`config.mk`:
```
export PLATFORM = sky130hd
export DESIGN_NAME = fft_band_detect
export DESIGN_NICKNAME = d
export VERILOG_FILES = /design/src/rtl/fft_band_detect.sv
export SDC_FILE = /design/constraint.sdc
export NUM_CORES = 2
export LEC_CHECK = 0
export CAP_MARGIN = 20
export CORE_MARGIN = 2
export CORE_UTILIZATION = 42
export CTS_CLUSTER_DIAMETER = 80
export DETAILED_ROUTE_END_ITERATION = 8
export GPL_TIMING_DRIVEN = 1
export PLACE_DENSITY_LB_ADDON = 0.08
export SLEW_MARGIN = 30
export SYNTH_ARGS = -nofsm -noshare
export SYNTH_HDL_FRONTEND = slang
export SYNTH_SLANG_ARGS = --single-unit
```
`constraint.sdc`:
```
create_clock -name i_clk -period 8.4 [get_ports i_clk]
set_input_delay 2.1 -clock i_clk [delete_from_list [all_inputs] [get_ports i_clk]]
set_output_delay 2.1 -clock i_clk [all_outputs]
set_load 0.005 [all_outputs]
```
`src/rtl/fft_band_detect.sv`:
```
// Per-frame band power detector: bins one FFT frame of power samples into contiguous bands,
// then applies debounced on/off hysteresis per band and reports the loudest band.
module fft_band_detect #(
   parameter int unsigned FFT_LEN     = 1024,
   parameter int unsigned BIN_W       = 10,
   parameter int unsigned PWR_W       = 32,
   parameter int unsigned NUM_BANDS   = 25,
   parameter int unsigned FIRST_BIN   = 8,
   parameter int unsigned BAND_WIDTH  = 4,
   parameter int unsigned HOLD_FRAMES = 2,
   localparam int unsigned ACC_W      = PWR_W + $clog2(BAND_WIDTH),
   localparam int unsigned BAND_W     = (NUM_BANDS > 1) ? $clog2(NUM_BANDS) : 1
) (
   input  logic                 i_clk,
   input  logic                 i_rst_n,
   input  logic                 i_valid,
   input  logic                 i_sop,
   input  logic [BIN_W-1:0]     i_bin,
   input  logic [PWR_W-1:0]     i_power,
   input  logic [ACC_W-1:0]     i_thr_on,
   input  logic [ACC_W-1:0]     i_thr_off,
   output logic [NUM_BANDS-1:0] o_note,
   output logic [ACC_W-1:0]     o_power,
   output logic [BAND_W-1:0]    o_peak_band,
   output logic                 o_frame_done,
   output logic                 o_busy
);

   localparam int unsigned CNT_W      = $clog2(HOLD_FRAMES + 1);
   localparam int unsigned BAND_SHIFT = $clog2(BAND_WIDTH);
   localparam int unsigned BAND_END   = FIRST_BIN + NUM_BANDS * BAND_WIDTH;

   localparam logic [1:0] ST_IDLE  = 2'd0;
   localparam logic [1:0] ST_ACCUM = 2'd1;
   localparam logic [1:0] ST_EVAL  = 2'd2;
   localparam logic [1:0] ST_DONE  = 2'd3;

   localparam logic [BIN_W-1:0]  END_BIN   = BIN_W'(FFT_LEN - 1);
   localparam logic [BAND_W-1:0] LAST_BAND = BAND_W'(NUM_BANDS - 1);
   localparam logic [CNT_W-1:0]  HOLD_CNT  = CNT_W'(HOLD_FRAMES);

   logic [1:0]           state_q, state_d;
   logic [ACC_W-1:0]     acc_q [NUM_BANDS];
   logic [ACC_W-1:0]     acc_d [NUM_BANDS];
   logic [CNT_W-1:0]     on_cnt_q [NUM_BANDS];
   logic [CNT_W-1:0]     off_cnt_q [NUM_BANDS];
   logic [NUM_BANDS-1:0] note_work_q, note_q;
   logic [BAND_W-1:0]    idx_q;
   logic [ACC_W-1:0]     max_q, power_q;
   logic [BAND_W-1:0]    max_band_q, peak_q;

   logic                 start, accept, in_range, frame_end;
   logic [31:0]          bin_ext, rel;
   logic [BAND_W-1:0]    hit_band;
   logic [ACC_W-1:0]     base, acc_sat;
   logic [ACC_W:0]       sum;

   assign bin_ext   = 32'(i_bin);
   assign rel       = bin_ext - FIRST_BIN;
   assign hit_band  = BAND_W'(rel >> BAND_SHIFT);
   assign in_range  = (bin_ext >= FIRST_BIN) && (bin_ext < BAND_END);
   assign start     = i_valid && i_sop && (state_q == ST_IDLE || state_q == ST_ACCUM);
   assign accept    = i_valid && ((state_q == ST_IDLE && i_sop) || state_q == ST_ACCUM);
   assign frame_end = accept && (i_bin == END_BIN);

   // A sop sample starts from an empty band, even when it restarts an open frame.
   always_comb begin
      base    = start ? '0 : acc_q[hit_band];
      sum     = {1'b0, base} + {{(ACC_W + 1 - PWR_W){1'b0}}, i_power};
      acc_sat = sum[ACC_W] ? '1 : sum[ACC_W-1:0];
   end

   always_comb begin
      for (int unsigned k = 0; k < NUM_BANDS; k++) begin
         acc_d[k] = acc_q[k];
         if (state_q == ST_DONE || start) acc_d[k] = '0;
         if (accept && in_range && hit_band == BAND_W'(k)) acc_d[k] = acc_sat;
      end
   end

   logic [ACC_W-1:0]     p;
   logic                 cur_bit, new_bit, last, take;
   logic [CNT_W-1:0]     on_n, off_n;
   logic [NUM_BANDS-1:0] note_final;
   logic [ACC_W-1:0]     max_nxt;
   logic [BAND_W-1:0]    band_nxt;

   always_comb begin
      p       = acc_q[idx_q];
      cur_bit = note_q[idx_q];
      new_bit = cur_bit;
      on_n    = '0;
      off_n   = '0;
      // On-test first so overlapping thresholds favour switching on.
      if (p > i_thr_on) begin
         if (!cur_bit) begin
            if (on_cnt_q[idx_q] + CNT_W'(1) == HOLD_CNT) new_bit = 1'b1;
            else on_n = on_cnt_q[idx_q] + CNT_W'(1);
         end
      end else if (p < i_thr_off) begin
         if (cur_bit) begin
            if (off_cnt_q[idx_q] + CNT_W'(1) == HOLD_CNT) new_bit = 1'b0;
            else off_n = off_cnt_q[idx_q] + CNT_W'(1);
         end
      end
      note_final        = note_work_q;
      note_final[idx_q] = new_bit;
      take              = (idx_q == '0) || (p > max_q);
      max_nxt           = take ? p : max_q;
      band_nxt          = take ? idx_q : max_band_q;
      last              = (idx_q == LAST_BAND);
   end

   always_comb begin
      state_d = state_q;
      unique case (state_q)
         ST_IDLE:  if (frame_end) state_d = ST_EVAL;
                   else if (accept) state_d = ST_ACCUM;
         ST_ACCUM: if (frame_end) state_d = ST_EVAL;
         ST_EVAL:  if (last) state_d = ST_DONE;
         ST_DONE:  state_d = ST_IDLE;
         default:  state_d = ST_IDLE;
      endcase
   end

   always_ff @(posedge i_clk) begin
      if (!i_rst_n) begin
         state_q     <= ST_IDLE;
         note_work_q <= '0;
         note_q      <= '0;
         idx_q       <= '0;
         max_q       <= '0;
         max_band_q  <= '0;
         power_q     <= '0;
         peak_q      <= '0;
         for (int unsigned k = 0; k < NUM_BANDS; k++) begin
            acc_q[k]     <= '0;
            on_cnt_q[k]  <= '0;
            off_cnt_q[k] <= '0;
         end
      end else begin
         state_q <= state_d;
         for (int unsigned k = 0; k < NUM_BANDS; k++) acc_q[k] <= acc_d[k];
         if (state_q == ST_EVAL) begin
            idx_q            <= idx_q + BAND_W'(1);
            on_cnt_q[idx_q]  <= on_n;
            off_cnt_q[idx_q] <= off_n;
            note_work_q      <= note_final;
            max_q            <= max_nxt;
            max_band_q       <= band_nxt;
            // Outputs are loaded on the last evaluation edge so they appear with the DONE pulse.
            if (last) begin
               note_q  <= note_final;
               power_q <= max_nxt;
               peak_q  <= band_nxt;
            end
         end else begin
            idx_q <= '0;
         end
      end
   end

   assign o_note       = note_q;
   assign o_power      = power_q;
   assign o_peak_band  = peak_q;
   assign o_frame_done = (state_q == ST_DONE);
   assign o_busy       = (state_q == ST_EVAL) || (state_q == ST_DONE);

endmodule

```
# Word-level counts from Yosys, hierarchy flattened
# Memory sizes are Yosys's and may differ from the RTL's. A register that Yosys moved wholly into a read port is not among the register bits.
# Cells that the tools add are included.
dict set report op_classes {
  magnitude_cmp 7
  eq_ne 59
  n_mux 116
  bitwise_logic 25
  addsub 5
  n_reduce_logical 71
}
# operator count
set op_table {}
lappend op_table {{$mux 34} 78}
lappend op_table {{$gt 34x34->1} 2}
lappend op_table {{$ne 2x2->1 const B} 27}
lappend op_table {{$reduce_and 2->1} 27}
lappend op_table {{$eq 5x5->1 const B} 10}
lappend op_table {{$eq 5x4->1 const B} 8}
lappend op_table {{$add 34x32->35} 1}
lappend op_table {{$lt 34x34->1} 1}
lappend op_table {{$logic_and 1x1->1} 33}
lappend op_table {{$mux 5} 6}
lappend op_table {{$mux 2} 13}
lappend op_table {{$bwmux 25} 1}
lappend op_table {{$or 1x1->1} 25}
lappend op_table {{$eq 5x3->1 const B} 4}
lappend op_table {{$mux 1} 15}
lappend op_table {{$eq 10x10->1 const B} 1}
lappend op_table {{$eq 5x2->1 const B} 2}
lappend op_table {{$ge 10x4->1 const B} 1}
lappend op_table {{$logic_not 5->1} 2}
lappend op_table {{$lt 10x7->1 const B} 1}
lappend op_table {{$eq 2x2->1 const B} 4}
lappend op_table {{$pmux 2 s4} 1}
lappend op_table {{$sub 7x4->7 const B} 1}
lappend op_table {{$lt 5x6->1 const B} 1}
lappend op_table {{12 further kinds} 18}
dict set report word_totals {
  memories 3
  ff_bits 135
  wordCells 294
  ramBits 950
  out_inout_bits 66
  inputBits 114
}
# memory depth width read_ports rd_clocked_by_memory_dff write_ports line
set mem_list {}
lappend mem_list {acc_q 25 34 2 1 25 43} ;# logic [ACC_W-1:0] acc_q [NUM_BANDS];
lappend mem_list {off_cnt_q 25 2 1 1 25 46} ;# logic [CNT_W-1:0] off_cnt_q [NUM_BANDS];
lappend mem_list {on_cnt_q 25 2 1 1 25 45} ;# logic [CNT_W-1:0] on_cnt_q [NUM_BANDS];

# Logic depth before layout (Yosys ltp)
dict set report depth {
  word_depth 9
  ltp_mapped 24
  depth_no_buf 17
}

# Worst setup path before layout
# Ideal clock, no wire load.
dict set report synth_path {
  path_kind {in2reg}
  startpoint {input i_bin[3]}
  endpoint {memory acc_q[5][20] in the netlist's numbering, data pin}
  path_stages 21
  t_arrival_ns 7.148
  setup_time_ns 0.265
  slack_ns 0.987
  path_buffers 6
  t_required_ns 8.135
  cell_sequence {clkbuf_1 > clkbuf_1 > inv_1 > ha_1 > clkbuf_1 > buf_1 > clkbuf_1 > mux4_2 > a21oi_1 > nor2_1 > ha_1 > fa_1 > a211oi_1 > o21ai_0 > a31oi_1 > o21ai_0 > a2111o_1 > a31o_2 > a21oi_2 > buf_2 > nor2_1}
}
# item line
set synth_rtl {}
lappend synth_rtl {{start, declared} 18} ;# input logic [BIN_W-1:0] i_bin,
lappend synth_rtl {{end, declared} 43}

==> results_dict.tcl <==
set metrics [dict create \
    syn_area_sq_mm 0.0589 \
    synthFlopType "edfxtp_1" \
    yosysMostFrequentCell "nor2_1" \
    dieArea_sq_mm 0.143 \
    hpwl_microns 142000 \
    dr.pass1.iters 6 \
    fill_cells 12300 \
    cts_hold_buffers 0 \
    pin_count 180 \
    cts_tree "built" \
    whs_ns 0.473 \
    nets 5003 \
    place_congestion 0.908 \
    cpLargestDelayFamily "buffers and inverters" \
    drcViolationCount 0 \
    syn_inst 4623 \
    synth_async_sr_flop_share_pct 0 \
    synth_commonest_cells "nor2_1 (1,093), edfxtp_1 (978), mux4_2 (488)" \
    syn_nets 4881 \
    path_cells "clkdlybuf4s50_1 -> inv_1 -> ha_4 -> xor2_4 -> buf_4 -> mux4_2 -> a21oi_1 -> nor2_1 -> ha_1 -> and4_1 -> and4_1 -> o211ai_1 -> a31o_2 -> a21bo_2 -> a21oi_4 -> buf_12 -> buf_4 -> nor2_1 -> buf_4 -> nor2_1" \
    cts_inserted_buffers 133 \
    post_cts_resized 0 \
    layout-drive-gt1-share_pct 20.5 \
    clock_path_buffers 3 \
    cts-root-buf "clkbuf_16" \
    worst_slew_pin_slew_ns 1.07 \
    drt_iter0_markers 5105 \
    antenna_found_initial 3 \
    ys_seq_area_share_pct 54.4 \
    ir_drop_v 0.000173 \
    clock_sinks 1112 \
    ant_nets 0 \
    grt_usage_pct 31.2 \
    vias 42300 \
    cp.depth 20 \
    yosysWarnings 0 \
    fp.coreArea_sq_mm 0.139 \
    die_w_microns 378 \
    finalSetupViolations 0 \
    hold_path_depth 2 \
    synth_area_leaders "edfxtp_1 (50%), mux4_2 (19%), nor2_1 (7.0%), dfxtp_1 (4.6%), ha_1 (3.0%)" \
    critPathKind "in -> reg" \
    fin_tns_setup_ns 0 \
    synth_edf_count 978 \
    drt-vias-per-instance 6.29 \
    grt_pass1_vias 40900 \
    power.switching_mw 6.10 \
    skew_ns 0.0364 \
    worstHoldPathType "reg -> reg" \
    rows 137 \
    timing.fmax_mhz 134 \
    p_int_mw 12.1 \
    synth_seq_cells 1112 \
    startpoint_type "input port" \
    initial_utilization_pct 42.3 \
    p_per_area_mw_per_mm2 267 \
    h-tree-depth 4 \
    cp_data_required_time_ns 9.00 \
    period_share_pct 88.6 \
    drt_wl_total_microns 224000 \
    cp_max_fo 25 \
    grt_overflow_total 0 \
    rsz0062_at_grt "no" \
    synthDistinctLibCells 77 \
    preCtsSetupSlack_ns 0.301 \
    period_minus_slack_ns 7.44 \
    clkLatencyLatePin_ns 0.79 \
    seq_power_share_pct 40.4 \
    p_sw_share_pct 33.5 \
    port_buffers 179 \
    avgSynthCellArea_sq_um 12.7 \
    critPathBufInv 6 \
    cts_setup_buffers 0 \
    status "finished clean" \
    reg2reg_depth 15 \
    synth_top_area_share_pct 49.9 \
    cap_violations 0 \
    slowest_stage "clkdlybuf4s50_1" \
    grt_max_degree 80 \
    fin_ws_ns 0.962 \
    die_h_microns 378 \
    syn_to_final_growth_pct 15.9 \
    power_frac_comb_pct 28.5 \
    end_kind "flip-flop" \
    clk_pin_slew_ns 0.06 \
    crit_arrival_ns 8.04 \
    drv_slew 0 \
    power_frac_clock_pct 31.1 \
    grt_pass1_wl_microns 314000 \
    max_slew_margin_pct 28.2 \
    power_mw 18.2 \
    routedWlPerCell_microns 33.3 \
    synth_top_area_cell "edfxtp_1" \
    slowest_delay_ns 0.61 \
    p_leak_nw 25.4 \
    finalHoldViolCount 0 \
]
[cells in the final DEF (no fill, tap or decap), drive strengths merged, types with 6 or more instances in the layout]
cell type	count
a211oi	77
a21o	39
a21oi	286
a221o	19
a22oi	20
a31oi	24
and2	6
and3	10
buf	216
bufinv	6
clkbuf	172
clkdlybuf4s50	176
clkinv	48
dfxtp	134
edfxtp	978
ha	143
inv	138
mux2	9
mux2i	106
mux4	488
nand2	243
nand2b	10
nand3	42
nand4	32
nor2	1094
nor2b	11
nor3	45
nor3b	6
nor4	7
o211ai	26
o21ai	119
o31ai	9
or3	11
xnor2	12
xor2	10
[sequential cells by signal (all words and copies together) (netlist names)]
signal       count
off_cnt_q       64
on_cnt_q        64
o_peak_band      5
o_note          25
acc_q          850
max_q           34
idx_q            5
state_q          2
o_power         34
max_band_q       5
note_work_q     24
[stage by stage]
stage	cells	utilization, %	cell area (sq um)
floorplan	4623	-	58900
global placement	6476	45.7	63800
detailed placement	6483	45.9	64000
CTS	6721	48.9	68200
global route	6724	49.0	68200
finish	6725	49.0	68200
[cell type report]
class,count,area (sq um),area share (%)
clock buffers,172,3580,5.25
flip-flops and latches,1112,32100,47.0
multi-input cells,2978,25100,36.8
clock inverters,66,608,0.891
diodes,1,2.50,0.00367
well taps,1876,2350,3.44
inverters,128,483,0.708
repair buffers,392,4000,5.86
[final timing paths]
| check | startpoint | to | slack (ns) |
|---|---|---|---|
| worst min register to register | max_band_q[0]$_SDFFE_PN0P_ | max_band_q[0]$_SDFFE_PN0P_ | 0.47 |
| worst max-delay path | i_bin[4] | acc_q[22][18]$_SDFFCE_PN0P_ | 0.96 |
| worst min-delay path | max_band_q[0]$_SDFFE_PN0P_ | max_band_q[0]$_SDFFE_PN0P_ | 0.47 |
| worst max register to register | idx_q[0]$_SDFF_PN0_ | max_q[18]$_SDFFE_PN0P_ | 2.05 |
[power by group through the flow]
stage               combinational (mW)  sequential [mW]  clock (mW)
global placement                  5.07             7.41           0
detailed placement                5.12             7.44           0
CTS                               5.14             7.34        5.72
global route                      5.51             7.44        5.93
floorplan                         3.34             7.30           0
finish                            5.19             7.35        5.65
[worst min-delay path: cells and delay by family, from the launching register on]
| kind | cells | cell delay, ns |
|---|---|---|
| AO/OA/AOI/OAI | 1 | 0.06 |
| flip-flops | 1 | 0.31 |
| AND/OR/NAND/NOR | 1 | 0.06 |
[metal layers]
layer  global-route usage, %  vias to the layer above  routed length [microns]
met4                    10.9                        0                     8250
li1                        -                    17700                        -
met3                    7.35                      417                    21900
met2                    49.9                     2354                   105000
met5                       0                        -                        0
met1                    41.8                    21800                    88300
[cell families (layout without fill, tap and decap cells)]
kind of cell	after synthesis	count (layout)	share of synthesized area [%]
other cells	0	1	0
buf+inv	533	758	3.81
simple gates	1535	1535	10.6
mux	603	603	20.6
xor+xnor	22	22	0.359
flops	1112	1112	54.4
fa+ha+maj	144	144	3.07
compound gates	674	674	7.12
(Power assumes the default switching activity.)
